**config.mk**
```make
export PLATFORM = sky130hd
export DESIGN_NAME = thr_table_loader
export DESIGN_NICKNAME = d
export VERILOG_FILES = /design/src/rtl/thr_table_loader.sv
export SDC_FILE = /design/constraint.sdc
export NUM_CORES = 1
export LEC_CHECK = 0
export CAP_MARGIN = 5
export CORE_ASPECT_RATIO = 1.5
export CORE_MARGIN = 3
export CORE_UTILIZATION = 45
export DETAILED_ROUTE_END_ITERATION = 7
export PLACE_DENSITY = 0.81
export SYNTH_ARGS = -nofsm -noshare
export SYNTH_HDL_FRONTEND = slang
export SYNTH_SLANG_ARGS = --single-unit
```
**constraint.sdc**
```tcl
create_clock -name clk -period 1.6 [get_ports clk]
set_input_delay 0.32 -clock clk [delete_from_list [all_inputs] [get_ports clk]]
set_output_delay 0.32 -clock clk [all_outputs]
set_load 0.1 [all_outputs]
```
**src/rtl/thr_table_loader.sv**
```systemverilog
// Loads the comparator threshold BRAM from a valid/ready config stream and gates the
// vector stream until a complete table is resident. Optional build macro: THR_MONO_CHECK_EN.
module thr_table_loader #(
    parameter int VECTOR_WIDTH = 920,
    parameter int CNT_WIDTH    = $clog2(VECTOR_WIDTH + 1)
) (
    input  logic                 clk,
    input  logic                 rst,
    input  logic                 i_Start,
    input  logic [CNT_WIDTH-1:0] i_Cfg_Data,
    input  logic                 i_Cfg_Valid,
    output logic                 o_Cfg_Ready,
    output logic [CNT_WIDTH-1:0] o_BRAM_Addr,
    output logic [CNT_WIDTH-1:0] o_BRAM_Din,
    output logic                 o_BRAM_En,
    output logic                 o_BRAM_WrEn,
    output logic                 o_Busy,
    output logic                 o_Table_Valid,
    output logic [CNT_WIDTH:0]   o_Entry_Cnt,
    output logic                 o_Cfg_Err,
    input  logic                 i_Vec_Valid,
    output logic                 o_Vec_Valid,
    input  logic                 i_Vec_Read,
    output logic                 o_Vec_Ready
);
    typedef enum logic [1:0] {IDLE, LOAD, DONE} state_e;

    localparam logic [CNT_WIDTH-1:0] LAST_ADDR = CNT_WIDTH'(VECTOR_WIDTH);
    localparam logic [CNT_WIDTH-1:0] ADDR_ONE  = CNT_WIDTH'(1);
    localparam logic [CNT_WIDTH:0]   ENTRY_ONE = (CNT_WIDTH + 1)'(1);

    state_e               state_q, state_d;
    logic [CNT_WIDTH-1:0] addr_cnt_q, addr_cnt_d;
    logic [CNT_WIDTH:0]   entry_cnt_q, entry_cnt_d;
    logic [CNT_WIDTH-1:0] bram_addr_q, bram_addr_d;
    logic [CNT_WIDTH-1:0] bram_din_q, bram_din_d;
    logic                 bram_en_q, bram_en_d;
    logic                 busy_q, busy_d;
    logic                 table_valid_q, table_valid_d;
    logic                 err_d;

    logic accept, start_load, last_accept;
    assign accept      = i_Cfg_Valid & (state_q == LOAD);
    assign start_load  = i_Start & (state_q != LOAD);
    assign last_accept = accept & (addr_cnt_q == LAST_ADDR);

`ifdef THR_MONO_CHECK_EN
    logic [CNT_WIDTH-1:0] prev_q, prev_d;
    logic                 err_q;

    // prev is cleared on load start, so the first entry can never flag a descent.
    always_comb begin
        prev_d = prev_q;
        err_d  = err_q;
        if (start_load) begin
            prev_d = '0;
            err_d  = 1'b0;
        end else if (accept) begin
            prev_d = i_Cfg_Data;
            if (i_Cfg_Data < prev_q) err_d = 1'b1;
        end
    end

    always_ff @(posedge clk) begin
        if (rst) begin
            prev_q <= '0;
            err_q  <= 1'b0;
        end else begin
            prev_q <= prev_d;
            err_q  <= err_d;
        end
    end

    assign o_Cfg_Err = err_q;
`else
    assign err_d     = 1'b0;
    assign o_Cfg_Err = 1'b0;
`endif

    // NOTE: every _d gets a hold/default value first so no path infers a latch.
    always_comb begin
        state_d       = state_q;
        addr_cnt_d    = addr_cnt_q;
        entry_cnt_d   = entry_cnt_q;
        bram_addr_d   = bram_addr_q;
        bram_din_d    = bram_din_q;
        bram_en_d     = 1'b0;
        busy_d        = busy_q;
        table_valid_d = table_valid_q;

        if (start_load) begin
            state_d       = LOAD;
            addr_cnt_d    = '0;
            entry_cnt_d   = '0;
            busy_d        = 1'b1;
            table_valid_d = 1'b0;
        end else if (accept) begin
            bram_en_d   = 1'b1;
            bram_addr_d = addr_cnt_q;
            bram_din_d  = i_Cfg_Data;
            entry_cnt_d = entry_cnt_q + ENTRY_ONE;
            // The address counter saturates on the last entry instead of wrapping.
            if (last_accept) begin
                busy_d        = 1'b0;
                state_d       = err_d ? IDLE : DONE;
                table_valid_d = ~err_d;
            end else begin
                addr_cnt_d = addr_cnt_q + ADDR_ONE;
            end
        end
    end

    // NOTE: sequential state uses non-blocking assignments only.
    always_ff @(posedge clk) begin
        if (rst) begin
            state_q       <= IDLE;
            addr_cnt_q    <= '0;
            entry_cnt_q   <= '0;
            bram_addr_q   <= '0;
            bram_din_q    <= '0;
            bram_en_q     <= 1'b0;
            busy_q        <= 1'b0;
            table_valid_q <= 1'b0;
        end else begin
            state_q       <= state_d;
            addr_cnt_q    <= addr_cnt_d;
            entry_cnt_q   <= entry_cnt_d;
            bram_addr_q   <= bram_addr_d;
            bram_din_q    <= bram_din_d;
            bram_en_q     <= bram_en_d;
            busy_q        <= busy_d;
            table_valid_q <= table_valid_d;
        end
    end

    assign o_Cfg_Ready   = (state_q == LOAD);
    assign o_BRAM_Addr   = bram_addr_q;
    assign o_BRAM_Din    = bram_din_q;
    assign o_BRAM_En     = bram_en_q;
    assign o_BRAM_WrEn   = bram_en_q;
    assign o_Busy        = busy_q;
    assign o_Table_Valid = table_valid_q;
    assign o_Entry_Cnt   = entry_cnt_q;
    assign o_Vec_Valid   = i_Vec_Valid & table_valid_q;
    assign o_Vec_Ready   = i_Vec_Read & table_valid_q;
endmodule

```
==> results of run 1 <==
==> stage by stage <==
stage	hold slack (ns)	instances
after floorplan	0.3891	214
after global placement	0.4776	311
after detailed placement	0.4843	311
after CTS	0.4968	319
after global routing	0.5154	319
final	0.4926	319
==> final timing paths <==
check	startpoint	end	slack, ns	cells past startpoint
setup / recovery	addr_cnt_q[2]	addr_cnt_q[9]	0.02	4
hold / removal	o_BRAM_Din[0]	o_BRAM_Din[0]	0.49	2
setup reg to reg	addr_cnt_q[2]	addr_cnt_q[9]	0.02	4
hold reg to reg	o_BRAM_Din[0]	o_BRAM_Din[0]	0.49	2
==> cells in the final DEF (no fill, tap or decap), types with 7 or more instances in the layout <==
| cell type | synthesis | layout |
|---|---|---|
| nand2_1 | 50 | 50 |
| buf_12 | 0 | 39 |
| dfxtp_1 | 44 | 31 |
| a21oi_1 | 26 | 24 |
| nor2_1 | 19 | 19 |
| clkdlybuf4s50_1 | 0 | 15 |
| buf_4 | 2 | 11 |
| dfxtp_2 | 0 | 9 |
| xor2_1 | 7 | 7 |
| xnor2_1 | 7 | 7 |
==> logic make-up after synthesis <==
group / count (synthesis) / share of synthesized area [%]
simple gates: 101 / 27.64
flops: 44 / 48.52
compound gates: 34 / 10.06
buf+inv: 16 / 4.204
xor+xnor: 14 / 6.754
fa+ha+maj: 3 / 2.068
other cells: 1 / 0.2066
mux: 1 / 0.5514
==> layout make-up <==
cell class,count,share of cell area [%]
timing repair buffer,65,34.08
sequential,44,30.50
clock buffer,7,2.566
clock inverter,1,0.1683
inverter,5,0.6310
multi-input combinational,154,30.25
tap,43,1.809
==> state kept, by name, summed over array words and instances (netlist names) <==
signal and cells:
addr_cnt_q 10, o_BRAM_Addr 10, o_BRAM_Din 10, o_BRAM_En 1, o_Entry_Cnt 11, o_Table_Valid 1, state_q 1
==> worst min-delay path, stage by stage (launching register included) <==
cell and delay, ns:
dfxtp_1 0.34, nand2_1 0.06, a21oi_1 0.05
==> timing repair <==
item / 4_1_cts / 5_1_grt
endpoints found under the setup margin: 0 / 6
hold endpoints to repair: 0 / 0
hold buffers: 0 / 0
resized for setup: 0 / 2
==> power breakdown <==
| group | total [uW] | leakage (uW) | internal (uW) | switching, uW |
|---|---|---|---|---|
| Combinational | 353 | 0.000694 | 137 | 215 |
| Sequential | 1130 | 0.000363 | 1110 | 20.6 |
| Clock | 662 | 0.0000422 | 306 | 356 |
| Total | 2140 | 0.00110 | 1550 | 591 |
==> layer usage <==
metal,up-vias,routed length (um),share of wire [%],track usage [%]
met2,39,2787,57,40.43
met3,7,193,4.0,5.108
met5,-,0,0,0
met1,817,1805,37,21.23
li1,833,-,-,-
met4,0,72,1.5,8.228
==> run summary, run 1 <==
Final core occ: 78.60%
Final Wtd Congestion: 0.8697
Pre-CTS setup slack: -0.2131 ns
Diode count: 0
# port buffers: 53
Core Box Area: 0.003784 sq mm
Total power: 2141 uW
Residual antenna-violating net count after detailed routing: 0
Fin crit share: 98.51%
CTS tree: built
Fill count: 235
Post-synthesis sequential area ratio: 48.52%
Initial Util: 47.98%
Kind of critical path: flip-flop to flip-flop
Largest net degree at the start of global routing: 23
Io pins: 55
Fmax: 0.6345 GHz
RSZ-0062 raised after global routing: true
Worst setup SP type: flip-flop
Max_cap viols: 0
Layout area overhead: 63.82%
Storage cell area: 907.1 sq um
Commonest cells post-synth: nand2_1 (50), dfxtp_1 (44), a21oi_1 (26), nor2_1 (19)
Placed Area: 0.002880 sq mm
Setup WS post-layout: 0.02391 ns
P_leak: 0.001100 uW
Max Root-Sink Buffers: 2
Vias in the first global route: 1724
Clk pin slew, worst setup/hold paths: 0.08 ns
Yosys cell types: 35
Top-count cell post-synth: nand2_1
CP Capture Type: flip-flop
Post-synth EDFFs: 0
Final hold viol count: 0
Largest delay contributor family on the critical path: simple AND/OR/NAND/NOR gates
Std-Cell Rows: 27
GRT Residual Overflow: 0
Mean post-synth cell area: 8.484 sq um
TNS Setup: 0 ns
Dpl hpwl: 3538 um
1st-iter DRT viols: 32
CP max stage cell: dfxtp_1
H-tree depth: 2
First-pass DRT Iterations: 4
Synth top area cells: dfxtp_1 (49%), nand2_1 (10%), a21oi_1 (7.2%), nor2_1 (3.9%), xnor2_1 (3.4%)
Synth top area share: 48.52%
Peak supply drop: 0.7248 mV
Area of the die: 0.004848 sq mm
Run status: finished clean
Gate Count Post-Synth: 214
Final worst path period need: 1.576 ns
Buf/Inv on CP: 0
Layout cell share with drive strength beyond 1: 29.71%
Layout net count: 294
Clk root buf: clkbuf_8
Drt drc: 0
Ys flop type: dfxtp_1
Syn Std Cell Area: 0.001815 sq mm
Post-CTS setup repair buffer count: 0
Area leader, netlist: dfxtp_1
Die W: 57.86 um
Clk_lat worst skew: 0.30 ns
Max Slew Vio Count: 0
CP max FO: 7
Endpoints failing setup: 0
Cell Chain, Critical Path: and4_1, nand4_4, or3_1, a21oi_1
Vias: 1696
Routed WL: 4858 um
PwrDens: 720.0 mW/mm^2
Syn nets: 233
Total CTS buffers: 5
Initial antenna violation count: 0
FF+latch count, synth: 44
Slowest stage delay, CP: 0.49 ns
Clk_skew: 0.007141 ns
WL/cell: 15.23 um
HP Class: flip-flop to flip-flop
Via/cell ratio: 5.317
Aggregate global-route resource usage: 21.32%
Yosys warnings: 0
Asr flop ratio synth: 0%
Final instance area: 0.002974 sq mm
CP required: 1.83 ns
Multi-input logic area: 899.6 sq um
Die Ht: 83.79 um
Worst Path Arrival: 1.80 ns
CTS sink cnt: 44
First-pass GRT wire length: 8059 um
No activity file was read; power rests on OpenSTA's default activity.
==> run 2: changes to the inputs <==
Settings changed: CORE_ASPECT_RATIO 1.5 to default, GPL_ROUTABILITY_DRIVEN from default to 0.
==> run 2 against run 1 <==
Routed wire length decreased by 11%. Die area decreased by 0.32%. Worst hold slack got worse by 0.0082 ns. Combinational power about the same. Cell count increased by 1.6%. Design area increased by 0.97%. Critical path depth increased by 1. Clock power decreased by 2%. Sequential share of layout area decreased by 0.29 points. Core utilization increased by 1.0 points. Clock skew decreased by 0.0051 ns.
==> run summary, run 2 (synthesis gave the netlist of run 1 again) <==
Final worst path period need: 1.538 ns (was 1.576 ns)
1st-iter DRT viols: 60 (was 32)
Fmax: 0.6502 GHz (was 0.6345 GHz)
First-pass GRT wire length: 7389 um (was 8059 um)
Die Ht: 69.52 um (was 83.79 um)
Layout area overhead: 65.40% (was 63.82%)
Io pins: 55 (unchanged)
Placed Area: 0.002887 sq mm (was 0.002880 sq mm)
Clk_lat worst skew: 0.29 ns (was 0.30 ns)
Max_cap viols: 0 (unchanged)
Final core occ: 79.63% (was 78.60%)
CP required: 1.79 ns (was 1.83 ns)
PwrDens: 708.4 mW/mm^2 (was 720.0 mW/mm^2)
Kind of critical path: input port to flip-flop (was flip-flop to flip-flop)
Initial antenna violation count: 0 (unchanged)
Post-CTS Hold Buffers: 0 (unchanged)
CP max FO: 7 (unchanged)
Commonest non-fill, non-tap cell in the layout: nand2_1 (unchanged)
Vias: 1654 (was 1696)
P_leak: 0.001124 uW (was 0.001100 uW)
Peak supply drop: 0.5465 mV (was 0.7248 mV)
Largest net degree at the start of global routing: 23 (unchanged)
# port buffers: 53 (unchanged)
Layout cell share with drive strength beyond 1: 29.71% (unchanged)
CP Capture Type: flip-flop (unchanged)
Std-Cell Rows: 22 (was 27)
CTS sink cnt: 44 (unchanged)
Dpl hpwl: 3154 um (was 3538 um)
Final instance area: 0.003003 sq mm (was 0.002974 sq mm)
Clk pin slew, worst setup/hold paths: 0.07 ns (was 0.08 ns)
Fill count: 232 (was 235)
Clk_skew: 0.002001 ns (was 0.007141 ns)
Total CTS buffers: 5 (unchanged)
Initial Util: 48.14% (was 47.98%)
Diode count: 0 (unchanged)
H-tree depth: 2 (unchanged)
Max Slew Vio Count: 0 (unchanged)
Commonest non-fill, non-tap cells in the layout: nand2_1 (50), buf_12 (39), dfxtp_1 (31) (unchanged)
Die W: 69.52 um (was 57.86 um)
Aggregate global-route resource usage: 19.08% (was 21.32%)
HP Class: flip-flop to flip-flop (unchanged)
Clk root buf: clkbuf_8 (unchanged)
Core Box Area: 0.003771 sq mm (was 0.003784 sq mm)
RSZ-0062 raised after global routing: true (unchanged)
Post-cts sizing count: 0 (unchanged)
GRT Residual Overflow: 0 (unchanged)
Run status: finished clean (unchanged)
Vias in the first global route: 1653 (was 1724)
Via/cell ratio: 5.105 (was 5.317)
Post-CTS setup repair buffer count: 0 (unchanged)
First-pass DRT Iterations: 4 (unchanged)
Fin crit share: 96.13% (was 98.51%)
Max Root-Sink Buffers: 2 (unchanged)
WL/cell: 13.37 um (was 15.23 um)
Storage cell area: 907.1 sq um (unchanged)
Final hold viol count: 0 (unchanged)
Area of the die: 0.004832 sq mm (was 0.004848 sq mm)
Worst setup SP type: input port (was flip-flop)
CTS tree: built (unchanged)
Multi-input logic area: 923.4 sq um (was 899.6 sq um)
Residual antenna-violating net count after detailed routing: 0 (unchanged)
Max reg flops: 11 (unchanged)
Layout net count: 294 (unchanged)
Drt drc: 0 (unchanged)
Reg2reg setup slack: 0.11 ns (was 0.02 ns)
Routed WL: 4332 um (was 4858 um)
Worst Path Arrival: 1.73 ns (was 1.80 ns)
Endpoints failing setup: 0 (unchanged)
[run 2: cell counts in the layout (fill, tap and decap cells not counted)]
No cell type changed its count.
[run 2: power breakdown]
group / internal (uW) / switching (uW) / total [uW]
logic: 137 / 213 / 350
clock network: 304 / 347 / 651
registers: 1110 / 20.5 / 1130
total: 1550 / 580 / 2130
[run 2: layout make-up]
type,instances,share of cell area (%)
Clock buffer,7,2.542
Sequential cell,44,30.21
Multi-Input combinational cell,154,30.75
Inverter,5,0.6250
Tap cell,48,2.000
Timing Repair Buffer,65,33.75
Clock inverter,1,0.1250
[run 2: critical path, stage by stage]
cell and delay, ns:
clkdlybuf4s50_1 0.55, nand4b_4 0.21, nor4_2 0.41, xnor2_1 0.17
nor2_1 0.06
[run 2: worst paths after layout]
check / start / end / cells past startpoint
min reg2reg: addr_cnt_q[9] / o_BRAM_Addr[9] / 2
min: addr_cnt_q[9] / o_BRAM_Addr[9] / 2
max reg2reg: addr_cnt_q[1] / addr_cnt_q[1] / 6
max: i_Cfg_Valid / o_Entry_Cnt[8] / 5
[run 2: through the flow]
stage | power [uW] | hold WS (ns) | instances | setup TNS (ns) | setup slack, ns
floorplan | 1358 | 0.3891 | 214 | -0.2740 | -0.04522
global placement | 1497 | 0.4727 | 316 | -2.618 | -0.1475
detailed placement | 1503 | 0.4814 | 316 | -3.878 | -0.2797
CTS | 2155 | 0.4941 | 324 | 0 | 0.01576
global route | 2202 | 0.5057 | 324 | -0.1175 | -0.06736
finish | 2127 | 0.4844 | 324 | 0 | 0.06197
[run 2: layer usage]
layer	routed length, um	GRT usage, %	vias up
met5	0	0	-
met4	93	10.41	0
met3	181	3.913	10
met2	2304	34.32	32
met1	1752	20.71	779
li1	-	-	833
==> run 3: changes to the inputs <==
Settings changed: CORE_UTILIZATION 45 to 46, PLACE_DENSITY 0.81 to 0.83.
==> run 3 against run 2 <==
Worst hold slack improved by 0.0093 ns. Highest routed layer unchanged. Count of clock-buffer cells in the layout fell by 1. Setup slack worse by 0.047 ns. Largest cell class unchanged. Non-clock buffer count stayed put. Power grew 1.6%.
==> run summary, run 3 (synthesis gave the netlist of run 1 again) <==
Run status: finished clean (unchanged)
Max Root-Sink Buffers: 2 (unchanged)
Io pins: 55 (unchanged)
Max reg flops: 11 (unchanged)
Clk root buf: clkbuf_8 (unchanged)
Buf/Inv on CP: 1 (unchanged)
WL met1: 1888 um (was 1752 um)
Drt drc: 0 (unchanged)
H-tree depth: 2 (unchanged)
Initial antenna violation count: 0 (unchanged)
PwrDens: 721.1 mW/mm^2 (was 708.4 mW/mm^2)
GRT Residual Overflow: 0 (unchanged)
Clk pin slew, worst setup/hold paths: 0.08 ns (was 0.07 ns)
# port buffers: 53 (unchanged)
Max Slew Vio Count: 0 (unchanged)
Post-cts sizing count: 0 (unchanged)
Stages on worst setup path: 5 (unchanged)
Setup WS post-layout: 0.01451 ns (was 0.06197 ns)
Final instance area: 0.002997 sq mm (was 0.003003 sq mm)
Clk_skew: 0.006551 ns (was 0.002001 ns)
CP max FO: 7 (unchanged)
Layout area overhead: 65.06% (was 65.40%)
Post-CTS Hold Buffers: 0 (unchanged)
Worst r2r dst: o_Entry_Cnt[8] (was addr_cnt_q[1])
First-pass GRT wire length: 7472 um (was 7389 um)
Met3 wire len: 200 um (was 181 um)
Kind of critical path: input port to flip-flop (unchanged)
Initial Util: 48.50% (was 48.14%)
Fmax: 0.6307 GHz (was 0.6502 GHz)
Met2 wire len: 2492 um (was 2304 um)
1st-iter DRT viols: 106 (was 60)
Max_cap viols: 0 (unchanged)
WHS: 0.4938 ns (was 0.4844 ns)
Routed WL: 4714 um (was 4332 um)
Slowest stage delay, CP: 0.55 ns (about the same)
Clk_lat worst skew: 0.30 ns (was 0.29 ns)
CP max stage cell: clkdlybuf4s50_1 (unchanged)
Endpoints failing setup: 0 (unchanged)
Worst setup SP type: input port (unchanged)
Non-filler instance count after layout: 324 (unchanged)
FF-to-FF path depth: 4 (was 6)
Cell Chain, Critical Path: clkdlybuf4s50_1, nand4b_2, nor4_1, xnor2_1, nor2_1 (was clkdlybuf4s50_1, nand4b_4, nor4_2, xnor2_1, nor2_1)
Vias: 1681 (was 1654)
Core Box Area: 0.003744 sq mm (was 0.003771 sq mm)
R2r startpoint: o_Table_Valid (was addr_cnt_q[1])
CTS tree: built (unchanged)
Critical Path End: o_Entry_Cnt[8] (unchanged)
CP startpoint: i_Cfg_Valid (unchanged)
Diode count: 0 (unchanged)
Residual antenna-violating net count after detailed routing: 0 (unchanged)
Final hold viol count: 0 (unchanged)
Vias in the first global route: 1654 (was 1653)
Placed Area: 0.002887 sq mm (unchanged)
Pre-CTS setup slack: -0.2864 ns (was -0.2797 ns)
Area of the die: 0.004736 sq mm (was 0.004832 sq mm)
Layout cell share with drive strength beyond 1: 30.80% (was 29.71%)
Final core occ: 80.05% (was 79.63%)
Commonest non-fill, non-tap cell in the layout: nand2_1 (unchanged)
CTS sink cnt: 44 (unchanged)
Worst Path Arrival: 1.78 ns (was 1.73 ns)
Peak supply drop: 0.6096 mV (was 0.5465 mV)
Die Ht: 68.82 um (was 69.52 um)
Commonest non-fill, non-tap cells in the layout: nand2_1 (50), buf_12 (39), dfxtp_1 (31) (unchanged)
First-pass DRT Iterations: 4 (unchanged)
Placed insts: 316 (unchanged)
Total CTS buffers: 5 (unchanged)
Aggregate global-route resource usage: 21.24% (was 19.08%)
HP Class: flip-flop to flip-flop (unchanged)
Via/cell ratio: 5.188 (was 5.105)
Fin crit share: 99.09% (was 96.13%)
Post-CTS setup repair buffer count: 0 (unchanged)
Final worst path period need: 1.585 ns (was 1.538 ns)
CP required: 1.79 ns (about the same)
Dpl hpwl: 3463 um (was 3154 um)
Reg2reg setup slack: 0.12 ns (was 0.11 ns)
RSZ-0062 raised after global routing: true (unchanged)
WL/cell: 14.55 um (was 13.37 um)
P_leak: 0.001119 uW (was 0.001124 uW)
Layout net count: 294 (unchanged)
Die W: 68.82 um (was 69.52 um)
Largest net degree at the start of global routing: 23 (unchanged)
CP Capture Type: flip-flop (unchanged)
Largest delay contributor family on the critical path: simple AND/OR/NAND/NOR gates (unchanged)
Top layer in use: met4 (unchanged)
Std-Cell Rows: 22 (unchanged)
## run 3: changes by cell type in the layout (fill, tap and decap cells not counted), sizes merged
cell    previous run  this run
clkbuf             7         6
inv                5         6
## run 3: worst min path at each step
stage | startpoint | endpoint | slack (ns) | depth (start not counted)
CTS | o_BRAM_Din[2] | o_BRAM_Din[2] | 0.50 | 2
global route | o_BRAM_Din[2] | o_BRAM_Din[2] | 0.52 | 2
global placement | addr_cnt_q[9] | o_BRAM_Addr[9] | 0.48 | 2
detailed placement | o_BRAM_Din[2] | o_BRAM_Din[2] | 0.48 | 2
finish | o_BRAM_Din[2] | o_BRAM_Din[2] | 0.49 | 2
floorplan | rst | o_BRAM_Din[6] | 0.39 | 1
## run 3: through the flow
step / TNS, ns / power, uW
final: 0 / 2161
after global routing: -0.02032 / 2236
after CTS: 0 / 2172
after detailed placement: -5.608 / 1506
after global placement: -3.091 / 1499
after floorplan: -0.2740 / 1358
## run 3: worst register-to-register path, cell delays in order, from the launching register on
cell,delay [ns]
dfxtp_4,0.39
nand4b_2,0.34
nor4_1,0.43
xnor2_1,0.16
nor2_1,0.06
## run 3: power by group
group          internal [uW]  switching, uW
sequential              1110           20.8
combinational            139            214
clock                    307            374
## run 3: layer usage
layer  global-route usage [%]  up-vias
li1                         -      834
met1                    24.40      784
met2                    37.66       49
met3                    4.538       14
met4                    9.246        0
met5                        0        -
## run 3: area by class of cell
class	instances	area, sq um
well taps	48	60.06
flip-flops and latches	44	907.1
clock buffers	6	72.57
inverters	5	18.77
fillers	222	747.0
repair buffers	65	1013
clock inverters	2	11.26
multi-input cells	154	913.4
